## src/rtl/uart_rx.sv

```systemverilog
`default_nettype none
// ============================================================================
// Module   : uart_rx
// Purpose  : 8N1 UART serial receiver. Deserializes LSB-first frames from the
//            asynchronous rxD line into a parallel byte. It raises rdrf when a
//            byte is ready, and reports framing (fe) and overrun (oe) errors.
//            rdrf, fe and oe stay set until the consumer acknowledges them
//            with rdrf_clr. Bit timing matches the companion transmitter, so a
//            TX->RX loopback needs no adaptation.
// Ports    : clk      in  1  system clock, rising edge
//            clr      in  1  asynchronous active-high reset
//            rxD      in  1  serial line, idle high, asynchronous to clk
//            rdrf_clr in  1  one-cycle acknowledge, clears rdrf/fe/oe
//            rx_data  out 8  last accepted byte
//            rdrf     out 1  receive data register full
//            fe       out 1  framing error (stop bit sampled low)
//            oe       out 1  overrun (byte completed while rdrf was set)
// Revision : 1.0 - initial release
// ============================================================================
module uart_rx #(
  parameter int CLKS_PER_BIT = 16
) (
  input  logic       clk,
  input  logic       clr,
  input  logic       rxD,
  input  logic       rdrf_clr,
  output logic [7:0] rx_data,
  output logic       rdrf,
  output logic       fe,
  output logic       oe
);

  localparam int CW = (CLKS_PER_BIT > 1) ? $clog2(CLKS_PER_BIT) : 1;

  // Terminal counts: half a bit locates the start-bit centre, and a full bit
  // steps from one bit centre to the next.
  localparam logic [CW-1:0] c_HALF_LAST = CW'(CLKS_PER_BIT / 2 - 1);
  localparam logic [CW-1:0] c_BIT_LAST  = CW'(CLKS_PER_BIT - 1);

  typedef enum logic [2:0] {
    S_IDLE      = 3'd0,
    S_START     = 3'd1,
    S_DATA      = 3'd2,
    S_STOP      = 3'd3,
    S_WAIT_IDLE = 3'd4
  } state_t;

  // Two-flop synchronizer. Both flops reset to the idle (high) level so that
  // leaving reset does not look like a start bit.
  logic sync1_q;
  logic rx_s_q;

  state_t          state_q,   state_d;
  logic [CW-1:0]   cnt_q,     cnt_d;
  logic [2:0]      idx_q,     idx_d;
  logic [7:0]      shift_q,   shift_d;
  logic [7:0]      rx_data_q, rx_data_d;
  logic            rdrf_q,    rdrf_d;
  logic            fe_q,      fe_d;
  logic            oe_q,      oe_d;
  logic            w_stop_sample;

  always_ff @(posedge clk or posedge clr) begin
    if (clr) begin
      sync1_q <= 1'b1;
      rx_s_q  <= 1'b1;
    end else begin
      sync1_q <= rxD;
      rx_s_q  <= sync1_q;
    end
  end

  always_ff @(posedge clk or posedge clr) begin
    if (clr) begin
      state_q   <= S_IDLE;
      cnt_q     <= '0;
      idx_q     <= 3'd0;
      shift_q   <= 8'h00;
      rx_data_q <= 8'h00;
      rdrf_q    <= 1'b0;
      fe_q      <= 1'b0;
      oe_q      <= 1'b0;
    end else begin
      state_q   <= state_d;
      cnt_q     <= cnt_d;
      idx_q     <= idx_d;
      shift_q   <= shift_d;
      rx_data_q <= rx_data_d;
      rdrf_q    <= rdrf_d;
      fe_q      <= fe_d;
      oe_q      <= oe_d;
    end
  end

  always_comb begin
    state_d       = state_q;
    cnt_d         = cnt_q;
    idx_d         = idx_q;
    shift_d       = shift_q;
    rx_data_d     = rx_data_q;
    rdrf_d        = rdrf_q;
    fe_d          = fe_q;
    oe_d          = oe_q;
    w_stop_sample = 1'b0;

    case (state_q)
      S_IDLE: begin
        cnt_d = '0;
        idx_d = 3'd0;
        if (!rx_s_q) begin
          state_d = S_START;
        end
      end

      S_START: begin
        if (cnt_q == c_HALF_LAST) begin
          cnt_d = '0;
          idx_d = 3'd0;
          // A line that is high again at mid-start was only a glitch.
          state_d = rx_s_q ? S_IDLE : S_DATA;
        end else begin
          cnt_d = cnt_q + 1'b1;
        end
      end

      S_DATA: begin
        if (cnt_q == c_BIT_LAST) begin
          cnt_d = '0;
          // Shift right with the new bit in the MSB: after eight LSB-first
          // bits the first bit received ends up in bit 0.
          shift_d = {rx_s_q, shift_q[7:1]};
          idx_d   = idx_q + 3'd1;
          if (idx_q == 3'd7) begin
            state_d = S_STOP;
          end
        end else begin
          cnt_d = cnt_q + 1'b1;
        end
      end

      S_STOP: begin
        if (cnt_q == c_BIT_LAST) begin
          cnt_d         = '0;
          w_stop_sample = 1'b1;
          // A low stop bit may be a break; hold off until the line idles.
          state_d = rx_s_q ? S_IDLE : S_WAIT_IDLE;
        end else begin
          cnt_d = cnt_q + 1'b1;
        end
      end

      S_WAIT_IDLE: begin
        if (rx_s_q) begin
          state_d = S_IDLE;
        end
      end

      default: begin
        state_d = S_IDLE;
      end
    endcase

    // Completion takes priority over an acknowledge in the same cycle: the
    // acknowledge frees the register, so the new byte is accepted cleanly.
    if (w_stop_sample) begin
      if (!rdrf_q || rdrf_clr) begin
        rx_data_d = shift_q;
        rdrf_d    = 1'b1;
        fe_d      = ~rx_s_q;
        oe_d      = 1'b0;
      end else begin
        oe_d = 1'b1;
        fe_d = fe_q | ~rx_s_q;
      end
    end else if (rdrf_clr && rdrf_q) begin
      rdrf_d = 1'b0;
      fe_d   = 1'b0;
      oe_d   = 1'b0;
    end
  end

  assign rx_data = rx_data_q;
  assign rdrf    = rdrf_q;
  assign fe      = fe_q;
  assign oe      = oe_q;

endmodule
`default_nettype wire

```

## config.mk

```make
export PLATFORM = sky130hd
export DESIGN_NAME = uart_rx
export DESIGN_NICKNAME = d
export VERILOG_FILES = /design/src/rtl/uart_rx.sv
export SDC_FILE = /design/constraint.sdc
export NUM_CORES = 1
export LEC_CHECK = 0
export BUFFER_PORTS_ARGS = -buffer_cell sky130_fd_sc_hd__buf_4
export CAP_MARGIN = 20
export CORE_MARGIN = 10
export CORE_UTILIZATION = 27
export DETAILED_ROUTE_END_ITERATION = 10
export GPL_TIMING_DRIVEN = 0
export SYNTH_ARGS = -nofsm -noshare
export SYNTH_HDL_FRONTEND = slang
export SYNTH_SLANG_ARGS = --single-unit
```

## constraint.sdc

```tcl
create_clock -name clk -period 2.2 [get_ports clk]
set_input_delay 0.22 -clock clk [delete_from_list [all_inputs] [get_ports clk]]
set_output_delay 0.22 -clock clk [all_outputs]
set_load 0.005 [all_outputs]
```

==> results of run 1 <==
-- synth_stat cells --
cell	instances
sky130_fd_sc_hd__inv_1	5
sky130_fd_sc_hd__a311oi_1	1
sky130_fd_sc_hd__a31oi_1	2
sky130_fd_sc_hd__nand4b_4	1
sky130_fd_sc_hd__o31a_1	1
sky130_fd_sc_hd__o22ai_1	2
sky130_fd_sc_hd__nand4b_1	1
sky130_fd_sc_hd__nor2b_1	2
sky130_fd_sc_hd__nand4bb_1	1
sky130_fd_sc_hd__nand3b_1	1
sky130_fd_sc_hd__o21ai_0	5
sky130_fd_sc_hd__and2_1	1
sky130_fd_sc_hd__ha_1	3
sky130_fd_sc_hd__a311o_1	1
sky130_fd_sc_hd__a22o_1	2
sky130_fd_sc_hd__buf_4	1
sky130_fd_sc_hd__dfstp_2	2
sky130_fd_sc_hd__nand3_1	4
sky130_fd_sc_hd__dfrtp_1	29
sky130_fd_sc_hd__o31ai_1	1
sky130_fd_sc_hd__nor3_4	1
sky130_fd_sc_hd__and4b_1	1
sky130_fd_sc_hd__a31o_2	1
sky130_fd_sc_hd__nor2_1	2
sky130_fd_sc_hd__mux2_2	16
sky130_fd_sc_hd__nand2_1	7
sky130_fd_sc_hd__clkbuf_1	4
sky130_fd_sc_hd__a21boi_0	1
sky130_fd_sc_hd__or2_2	3
sky130_fd_sc_hd__nor2_4	1
sky130_fd_sc_hd__nand2b_1	2
sky130_fd_sc_hd__o21bai_1	1
sky130_fd_sc_hd__a21oi_1	3
sky130_fd_sc_hd__a211oi_1	1
sky130_fd_sc_hd__mux2i_1	4
sky130_fd_sc_hd__buf_2	1
-- metal layers --
metal | part of all wire (%) | vias up | GRT usage [%]
met3 | 4.6 | 5 | 2.82
li1 | - | 459 | -
met4 | 1.2 | 0 | 2.31
met1 | 45 | 459 | 7.35
met2 | 49 | 21 | 11.2
met5 | 0 | - | 0
-- flip-flops by register name (all words and copies together) (netlist names) --
name     cells
fe           1
shift_q      8
oe           1
state_q      3
cnt_q        4
idx_q        3
rx_data      8
rdrf         1
rx_s_q       1
sync1_q      1
-- report_power, final --
group	internal [W]	total, W	switching (W)	leakage [nW]
combinational	0.000199	0.000468	0.000269	0.354
clock	0.000366	0.000574	0.000208	0.0612
sequential	0.000651	0.000721	0.0000699	0.414
total	0.00122	0.00176	0.000547	0.829
-- cell type report --
| cell class | count | area (µm²) | share of cell area (%) |
|---|---|---|---|
| flip-flops and latches | 31 | 778 | 44.2 |
| multi-input cells | 73 | 599 | 34.0 |
| repair buffers | 15 | 133 | 7.53 |
| well taps | 70 | 87.6 | 4.97 |
| clock buffers | 6 | 82.6 | 4.69 |
| clock inverters | 2 | 35.0 | 1.99 |
| plain buffers | 6 | 27.5 | 1.56 |
| inverters | 5 | 18.8 | 1.07 |
-- kinds of logic (layout without fill, tap and decap cells) --
family                   count (synthesis)  in the layout
adder cells (fa/ha/maj)                  3              3
multiplexers                            20             20
flip-flops                              31             31
AND/OR/NAND/NOR                         28             28
buffers and inverters                   11             34
AO/OA/AOI/OAI                           22             22
-- worst max-delay path: stages, from the launching register on --
cell                       delay (ps)
sky130_fd_sc_hd__dfrtp_1          420
sky130_fd_sc_hd__ha_1             180
sky130_fd_sc_hd__buf_4            170
sky130_fd_sc_hd__nand4b_4         180
sky130_fd_sc_hd__nor3_4           440
sky130_fd_sc_hd__mux2_2           390
-- per-stage QoR --
stage / utilization [%] / hold slack, ps / area, µm² / std cells / power (W)
6_report: 34.5 / 45.6 / 1760 / 208 / 0.00176
5_1_grt: 34.5 / 32.2 / 1760 / 208 / 0.00187
4_1_cts: 34.0 / 33.6 / 1730 / 207 / 0.00178
3_5_place_dp: 31.7 / 330 / 1620 / 199 / 0.00119
3_3_place_gp: 31.7 / 329 / 1620 / 199 / 0.00116
2_1_floorplan: - / 224 / 1420 / 115 / 0.00106
-- worst min path at each step --
stage,start,end,slack (ps),cells after the start
3_5_place_dp,rxD,sync1_q,330,1
5_1_grt,rxD,sync1_q,30,1
4_1_cts,rxD,sync1_q,30,1
3_3_place_gp,rxD,sync1_q,330,1
6_report,clr,rx_data[3],50,2
2_1_floorplan,rxD,sync1_q,220,0
==> report_table.html, run 1 <==
<table>
<tr><th>Metric</th><th>Value</th></tr>
<tr><th colspan="2">Worst hold path</th></tr>
<tr><td>Worst hold path class</td><td>in2async</td></tr>
<tr><th colspan="2">Yosys</th></tr>
<tr><td>Number of nets in the synthesized netlist</td><td>about 120</td></tr>
<tr><td>Mapped Avg Cell Area</td><td>around 12 µm²</td></tr>
<tr><td>Multiplexer fraction of the synthesized cell area</td><td>between 10% and 20%</td></tr>
<tr><td>Dominant combinational cell family by area after synthesis</td><td>multiplexers</td></tr>
<tr><td>Post-synthesis sequential area ratio</td><td>~55%</td></tr>
<tr><td>Largest cells by area after synthesis</td><td>sky130_fd_sc_hd__dfrtp_1, sky130_fd_sc_hd__mux2_2, sky130_fd_sc_hd__dfstp_2</td></tr>
<tr><td>Fraction of post-synthesis cell area in the top cell type by area</td><td>approximately half</td></tr>
<tr><td>Distinct cell type count after synthesis</td><td>36</td></tr>
<tr><td>Area of the mapped netlist</td><td>approximately 1400 µm²</td></tr>
<tr><td>Adder and majority cell fraction of the synthesized area</td><td>2.64%</td></tr>
<tr><td>Cell taking the most area after synthesis</td><td>sky130_fd_sc_hd__dfrtp_1</td></tr>
<tr><td>Area fraction in compound gates after synthesis</td><td>a little over a tenth</td></tr>
<tr><td>Post-Synth XOR/XNOR Area</td><td>0%</td></tr>
<tr><td>Share of synthesized cell area in and, or, nand and nor gates</td><td>between 10% and 20%</td></tr>
<tr><td>Warnings, synthesis</td><td>0</td></tr>
<tr><td>Post-synthesis cell count</td><td>between 100 and 150</td></tr>
<tr><td>Post-synthesis sequential element count</td><td>31</td></tr>
<tr><th colspan="2">GRT</th></tr>
<tr><td>GR Util All Layers</td><td>6.64%</td></tr>
<tr><td>Antenna violations before repair</td><td>0</td></tr>
<tr><td>Aggregate global routing overflow</td><td>0</td></tr>
<tr><td>Pin count of the biggest net entering global routing</td><td>32</td></tr>
<tr><td>Via count of the first global-routing pass</td><td>993</td></tr>
<tr><td>Global-route wire length before repair</td><td>roughly 4700 µm</td></tr>
<tr><th colspan="2">Timing</th></tr>
<tr><td>Maximum clock skew at final layout</td><td>approximately 2.5 ps</td></tr>
<tr><td>Post-Route Setup TNS</td><td>0 ps</td></tr>
<tr><td>Final critical-path setup slack</td><td>299 ps</td></tr>
<tr><td>Slew headroom</td><td>a little over half</td></tr>
<tr><td>Number of max-slew violations in the final report</td><td>0</td></tr>
<tr><td>Peak clock frequency supported by timing</td><td>0.526 GHz</td></tr>
<tr><td>Final Hold Violating Endpoints</td><td>0</td></tr>
<tr><td>RSZ-0062 raised after global routing</td><td>false</td></tr>
<tr><td>Final clock period utilization by the worst path</td><td>86.4%</td></tr>
<tr><td>Final critical delay including setup and external delays</td><td>around 1900 ps</td></tr>
<tr><td>Endpoints failing setup</td><td>0</td></tr>
<tr><td>Slew at the pin closest to its max-slew limit</td><td>between 600 and 700 ps</td></tr>
<tr><th colspan="2">Worst setup path</th></tr>
<tr><td>Crit Reg-Reg Endpoint</td><td>rx_data[2]</td></tr>
<tr><td>Type of destination of the critical path</td><td>register</td></tr>
<tr><td>Critical Path Sink</td><td>rx_data[2]</td></tr>
<tr><td>Setup slack on the worst flop-to-flop path</td><td>300 ps</td></tr>
<tr><td>Reg-to-Reg Start</td><td>cnt_q[0]</td></tr>
<tr><td>Number of cells traversed by the worst register-to-register path</td><td>5</td></tr>
<tr><td>Worst setup path start</td><td>cnt_q[0]</td></tr>
<tr><td>Largest fanout on the critical path</td><td>9</td></tr>
<tr><td>Worst Setup Start Kind</td><td>register</td></tr>
<tr><td>Required time of the critical path</td><td>approximately 2400 ps</td></tr>
<tr><td>Worst setup path class</td><td>reg2reg</td></tr>
<tr><td>Critical path arrival</td><td>between 2000 and 2500 ps</td></tr>
<tr><th colspan="2">Pwr</th></tr>
<tr><td>Power density of the placed cells</td><td>1000 nW/µm²</td></tr>
<tr><td>Largest vdd supply drop</td><td>about 0.40 mV</td></tr>
<tr><td>Static leakage</td><td>0.829 nW</td></tr>
<tr><th colspan="2">Placed design</th></tr>
<tr><td>IO Port Bufs</td><td>14</td></tr>
<tr><td>Pre-CTS worst setup slack</td><td>about 300 ps</td></tr>
<tr><td>DP HPWL</td><td>about 2000 µm</td></tr>
<tr><td>Final RePlAce weighted congestion</td><td>about 0.78</td></tr>
<tr><th colspan="2">Drt</th></tr>
<tr><td>DR DRC count</td><td>0</td></tr>
<tr><td>Vias after detailed routing</td><td>944</td></tr>
<tr><td>Antenna Nets Post-Route</td><td>0</td></tr>
<tr><td>TritonRoute pass-1 iters</td><td>4</td></tr>
<tr><td>Detailed router's first-iteration violation count</td><td>a little over 70</td></tr>
<tr><td>DR vias/cell</td><td>around 4.5</td></tr>
<tr><td>Average wire per cell in the routed design</td><td>between 10 and 15 µm</td></tr>
<tr><td>Routed wire length</td><td>2740 µm</td></tr>
<tr><th colspan="2">Clock tree</th></tr>
<tr><td>Clock transition at the register clock pins on the worst setup and hold paths after CTS</td><td>about 60 ps</td></tr>
<tr><td>Clock latency reported for the late side of the worst-skew pair</td><td>around 280 ps</td></tr>
<tr><td>Number of clock buffers inserted by TritonCTS</td><td>5</td></tr>
<tr><td>Sink count of the clock tree</td><td>31</td></tr>
<tr><td>Htree depth</td><td>2</td></tr>
<tr><td>Number of hold buffers added after CTS</td><td>0</td></tr>
<tr><td>Clock tree from TritonCTS</td><td>built</td></tr>
<tr><td>CTS resizes</td><td>0</td></tr>
<tr><td>Post-CTS Setup Inserts</td><td>0</td></tr>
<tr><td>Buffer depth of the longest clock path</td><td>2</td></tr>
<tr><td>CTS Root Cell</td><td>sky130_fd_sc_hd__clkbuf_8</td></tr>
<tr><th colspan="2">Run</th></tr>
<tr><td>Max Cap Viol</td><td>0</td></tr>
<tr><th colspan="2">Die</th></tr>
<tr><td>Initial Utilization</td><td>27.9%</td></tr>
<tr><td>FP Rows</td><td>26</td></tr>
<tr><td>Core outline area</td><td>about 5100 µm²</td></tr>
<tr><td>Horizontal die dimension</td><td>between 90 and 100 µm</td></tr>
<tr><td>Die area</td><td>around 8600 µm²</td></tr>
<tr><td>Boundary pin count</td><td>15</td></tr>
<tr><td>Die boundary height</td><td>just over 90 µm</td></tr>
<tr><th colspan="2">Finish</th></tr>
<tr><td>Final antenna diode count</td><td>0</td></tr>
<tr><td>Fillers</td><td>507</td></tr>
<tr><td>Synthesis-to-finish area growth</td><td>23.7%</td></tr>
<tr><td>Fraction of layout cells with a size suffix above 1</td><td>36.2%</td></tr>
<tr><td>Most frequent cells in the layout</td><td>sky130_fd_sc_hd__dfrtp_1, sky130_fd_sc_hd__mux2_2, sky130_fd_sc_hd__buf_4, sky130_fd_sc_hd__nand2_1, sky130_fd_sc_hd__clkbuf_8</td></tr>
<tr><td>Post-layout net count</td><td>around 140</td></tr>
<tr><td>Leading cell type in the layout, fill and taps excluded</td><td>sky130_fd_sc_hd__dfrtp_1</td></tr>
<tr><th colspan="2">Run status</th></tr>
<tr><td>Result of the run</td><td>finished, final reports clean</td></tr>
</table>
Note: power is estimated with default switching activity, not from simulation.
==> run 2, diff against run 1 <==
--- a/config.mk
+++ b/config.mk
@@ -8,9 +8,11 @@
 export BUFFER_PORTS_ARGS = -buffer_cell sky130_fd_sc_hd__buf_4
 export CAP_MARGIN = 20
 export CORE_MARGIN = 10
-export CORE_UTILIZATION = 27
+export CORE_UTILIZATION = 56
 export DETAILED_ROUTE_END_ITERATION = 10
 export GPL_TIMING_DRIVEN = 0
+export PLACE_DENSITY = 0.76
+export SETUP_SLACK_MARGIN = 0.4
 export SYNTH_ARGS = -nofsm -noshare
 export SYNTH_HDL_FRONTEND = slang
 export SYNTH_SLANG_ARGS = --single-unit
==> run 2 against run 1 <==
Die area decreased by 42%; count of clock-buffer cells in the layout increased by 2; critical path depth unchanged; largest power group unchanged.
==> report_table.html, run 2 (synthesis gave the netlist of run 1 again) <==
<table>
<tr><th>Metric</th><th>Value</th></tr>
<tr><th colspan="2">Run status</th></tr>
<tr><td>Result of the run</td><td>finished, final reports clean</td></tr>
<tr><th colspan="2">Drt</th></tr>
<tr><td>DR DRC count</td><td>0 (unchanged)</td></tr>
<tr><td>Antenna Nets Post-Route</td><td>0 (unchanged)</td></tr>
<tr><td>Average wire per cell in the routed design</td><td>15.4 µm (+17%)</td></tr>
<tr><td>Routed wire length</td><td>2690 µm (-1.8%)</td></tr>
<tr><td>Vias after detailed routing</td><td>978 (+3.6%)</td></tr>
<tr><td>TritonRoute pass-1 iters</td><td>4 (unchanged)</td></tr>
<tr><td>Detailed router's first-iteration violation count</td><td>104 (+46%)</td></tr>
<tr><td>DR vias/cell</td><td>5.59 (+23%)</td></tr>
<tr><th colspan="2">Worst setup path</th></tr>
<tr><td>Cells along the critical path</td><td>ha_1 &gt; buf_4 &gt; nand4b_4 &gt; nor2_4 &gt; mux2_2</td></tr>
<tr><td>CP Depth</td><td>5 (unchanged)</td></tr>
<tr><td>Reg-to-Reg Start</td><td>cnt_q[1]</td></tr>
<tr><td>Type of destination of the critical path</td><td>register</td></tr>
<tr><td>Delay of the slowest critical-path stage</td><td>390 ps (-50 ps)</td></tr>
<tr><td>Critical path arrival</td><td>1920 ps (-140 ps)</td></tr>
<tr><td>Setup slack on the worst flop-to-flop path</td><td>510 ps (+210 ps)</td></tr>
<tr><td>Crit-path leading delay family</td><td>simple AND/OR/NAND/NOR gates</td></tr>
<tr><td>Largest fanout on the critical path</td><td>10 (+1)</td></tr>
<tr><td>Worst Setup Start Kind</td><td>register</td></tr>
<tr><td>Cell at the slowest stage of the critical path</td><td>sky130_fd_sc_hd__dfrtp_1</td></tr>
<tr><td>Combined buffer and inverter count along the critical path</td><td>1 (unchanged)</td></tr>
<tr><td>Worst setup path class</td><td>reg2reg</td></tr>
<tr><td>Required time of the critical path</td><td>2420 ps (+60 ps)</td></tr>
<tr><td>Crit Reg-Reg Endpoint</td><td>shift_q[6]</td></tr>
<tr><td>Number of cells traversed by the worst register-to-register path</td><td>5 (unchanged)</td></tr>
<tr><th colspan="2">Clock tree</th></tr>
<tr><td>Number of clock buffers inserted by TritonCTS</td><td>5 (unchanged)</td></tr>
<tr><td>Clock transition at the register clock pins on the worst setup and hold paths after CTS</td><td>100 ps (+40 ps)</td></tr>
<tr><td>Htree depth</td><td>2 (unchanged)</td></tr>
<tr><td>CTS Root Cell</td><td>sky130_fd_sc_hd__clkbuf_4</td></tr>
<tr><td>Sink count of the clock tree</td><td>31 (unchanged)</td></tr>
<tr><td>Clock tree from TritonCTS</td><td>built</td></tr>
<tr><td>Buffer depth of the longest clock path</td><td>2 (unchanged)</td></tr>
<tr><td>Clock latency reported for the late side of the worst-skew pair</td><td>340 ps (+60 ps)</td></tr>
<tr><th colspan="2">Die</th></tr>
<tr><td>Boundary pin count</td><td>15 (unchanged)</td></tr>
<tr><td>Die boundary height</td><td>70.4 µm (-24%)</td></tr>
<tr><td>Die area</td><td>4960 µm² (-42%)</td></tr>
<tr><td>Core outline area</td><td>2450 µm² (-52%)</td></tr>
<tr><td>Initial Utilization</td><td>58.0% (+30 points)</td></tr>
<tr><td>Horizontal die dimension</td><td>70.4 µm (-24%)</td></tr>
<tr><td>FP Rows</td><td>18 (-31%)</td></tr>
<tr><th colspan="2">Timing</th></tr>
<tr><td>Number of max-slew violations in the final report</td><td>0 (unchanged)</td></tr>
<tr><td>Endpoints failing setup</td><td>0 (unchanged)</td></tr>
<tr><td>Peak clock frequency supported by timing</td><td>0.591 GHz (+12%)</td></tr>
<tr><td>Final Hold Violating Endpoints</td><td>0 (unchanged)</td></tr>
<tr><td>Final critical delay including setup and external delays</td><td>1690 ps (-207 ps)</td></tr>
<tr><td>Maximum clock skew at final layout</td><td>5.20 ps (+2.73 ps)</td></tr>
<tr><td>Post-Route Setup TNS</td><td>0 ps (unchanged)</td></tr>
<tr><td>Slew headroom</td><td>62.6% (+8.9 points)</td></tr>
<tr><td>Slew at the pin closest to its max-slew limit</td><td>560 ps (-133 ps)</td></tr>
<tr><td>RSZ-0062 raised after global routing</td><td>false</td></tr>
<tr><td>Final clock period utilization by the worst path</td><td>77.0% (-9.4 points)</td></tr>
<tr><th colspan="2">Finish</th></tr>
<tr><td>Post-layout net count</td><td>151 (+4.9%)</td></tr>
<tr><td>Most frequent cells in the layout</td><td>sky130_fd_sc_hd__dfrtp_1, sky130_fd_sc_hd__buf_4, sky130_fd_sc_hd__mux2_2, sky130_fd_sc_hd__nand2_1</td></tr>
<tr><td>Synthesis-to-finish area growth</td><td>21.7%</td></tr>
<tr><td>Final antenna diode count</td><td>0 (unchanged)</td></tr>
<tr><td>Leading cell type in the layout, fill and taps excluded</td><td>sky130_fd_sc_hd__dfrtp_1</td></tr>
<tr><td>Final Util</td><td>70.6% (+36 points)</td></tr>
<tr><td>Fraction of layout cells with a size suffix above 1</td><td>37.2% (+1.0 points)</td></tr>
<tr><th colspan="2">Pwr</th></tr>
<tr><td>Power density of the placed cells</td><td>918 nW/µm² (-8.2%)</td></tr>
<tr><td>Static leakage</td><td>0.838 nW (+1.0%)</td></tr>
<tr><td>Largest vdd supply drop</td><td>0.608 mV (+54%)</td></tr>
<tr><th colspan="2">GRT</th></tr>
<tr><td>GR Util All Layers</td><td>11.5% (+4.9 points)</td></tr>
<tr><td>Aggregate global routing overflow</td><td>0 (unchanged)</td></tr>
<tr><td>Global-route wire length before repair</td><td>4680 µm (-0.15%)</td></tr>
<tr><td>Pin count of the biggest net entering global routing</td><td>20 (-38%)</td></tr>
<tr><td>Antenna violations before repair</td><td>0 (unchanged)</td></tr>
<tr><td>Via count of the first global-routing pass</td><td>1031 (+3.8%)</td></tr>
<tr><th colspan="2">Worst hold path</th></tr>
<tr><td>Worst hold path class</td><td>in2reg</td></tr>
<tr><td>Worst min-delay path startpoint</td><td>rdrf_clr</td></tr>
<tr><td>Hold depth</td><td>4</td></tr>
<tr><td>Endpoint, Worst Hold</td><td>oe</td></tr>
<tr><th colspan="2">Run</th></tr>
<tr><td>Max Cap Viol</td><td>0 (unchanged)</td></tr>
<tr><th colspan="2">Placed design</th></tr>
<tr><td>DP HPWL</td><td>1900 µm (-4.1%)</td></tr>
<tr><td>Final RePlAce weighted congestion</td><td>0.807 (+3.1%)</td></tr>
<tr><td>IO Port Bufs</td><td>14 (unchanged)</td></tr>
</table>
-- run 2: changes by cell type in the layout (fill, tap and decap cells not counted) --
cell	delta
sky130_fd_sc_hd__buf_12	+1
sky130_fd_sc_hd__buf_4	+4
sky130_fd_sc_hd__bufinv_16	-1
sky130_fd_sc_hd__clkbuf_1	+1
sky130_fd_sc_hd__clkbuf_4	+5
sky130_fd_sc_hd__clkbuf_8	-4
sky130_fd_sc_hd__clkinv_2	-1
sky130_fd_sc_hd__dlygate4sd3_1	+2
-- run 2: final cells by class --
cell class | instances | area [µm²]
sequential | 31 | 778
clock buffer | 8 | 68.8
buffer | 6 | 27.5
timing repair buffer | 22 | 203
inverter | 5 | 18.8
tap | 30 | 37.5
multi-input combinational | 73 | 599
fill | 187 | 722
-- run 2: metrics by stage --
stage	std cells	cell area, µm²	hold slack [ps]	setup WS, ps	total power (W)
after floorplan	115	1420	224	526	0.00106
after global placement	159	1570	329	351	0.00116
after detailed placement	160	1590	313	273	0.00118
after CTS	171	1700	153	420	0.00157
after global routing	175	1730	177	416	0.00170
final	175	1730	163	507	0.00159
-- run 2: routing by layer --
| layer | global-route usage, % | vias up | part of all wire [%] |
|---|---|---|---|
| met4 | 5.92 | 0 | 2.3 |
| met3 | 3.95 | 5 | 4.0 |
| met2 | 19.3 | 18 | 52 |
| met5 | 0 | - | 0 |
| li1 | - | 470 | - |
| met1 | 12.5 | 485 | 42 |
-- run 2: worst max path at each step --
| stage | startpoint | endpoint | slack, ps |
|---|---|---|---|
| 6_report | cnt_q[1] | shift_q[6] | 510 |
| 5_1_grt | cnt_q[1] | rx_data[7] | 420 |
| 4_1_cts | cnt_q[0] | rx_data[2] | 420 |
| 3_5_place_dp | cnt_q[0] | rx_data[2] | 270 |
| 3_3_place_gp | cnt_q[0] | rx_data[7] | 350 |
| 2_1_floorplan | cnt_q[0] | rx_data[0] | 530 |
-- run 2: where the power goes --
part	total (W)	switching (W)	leakage (nW)	internal, W
Clock	0.000380	0.000192	0.0386	0.000188
Sequential	0.000715	0.0000647	0.414	0.000650
Combinational	0.000497	0.000269	0.385	0.000227
-- run 2: worst reg2reg max path, cell delays in order (launching register included) --
cell	delay, ps
sky130_fd_sc_hd__dfrtp_1	390
sky130_fd_sc_hd__ha_1	160
sky130_fd_sc_hd__buf_4	160
sky130_fd_sc_hd__nand4b_4	170
sky130_fd_sc_hd__nor2_4	310
sky130_fd_sc_hd__mux2_2	380
-- run 2: timing repair --
action | CTS | global route
setup buffers | 1 | 4
resized for setup | 0 | 0
setup endpoints to repair | 8 | 16
endpoints found under the hold margin | 11 | 0
pin swaps | 1 | 1
hold buffers | 2 | 0
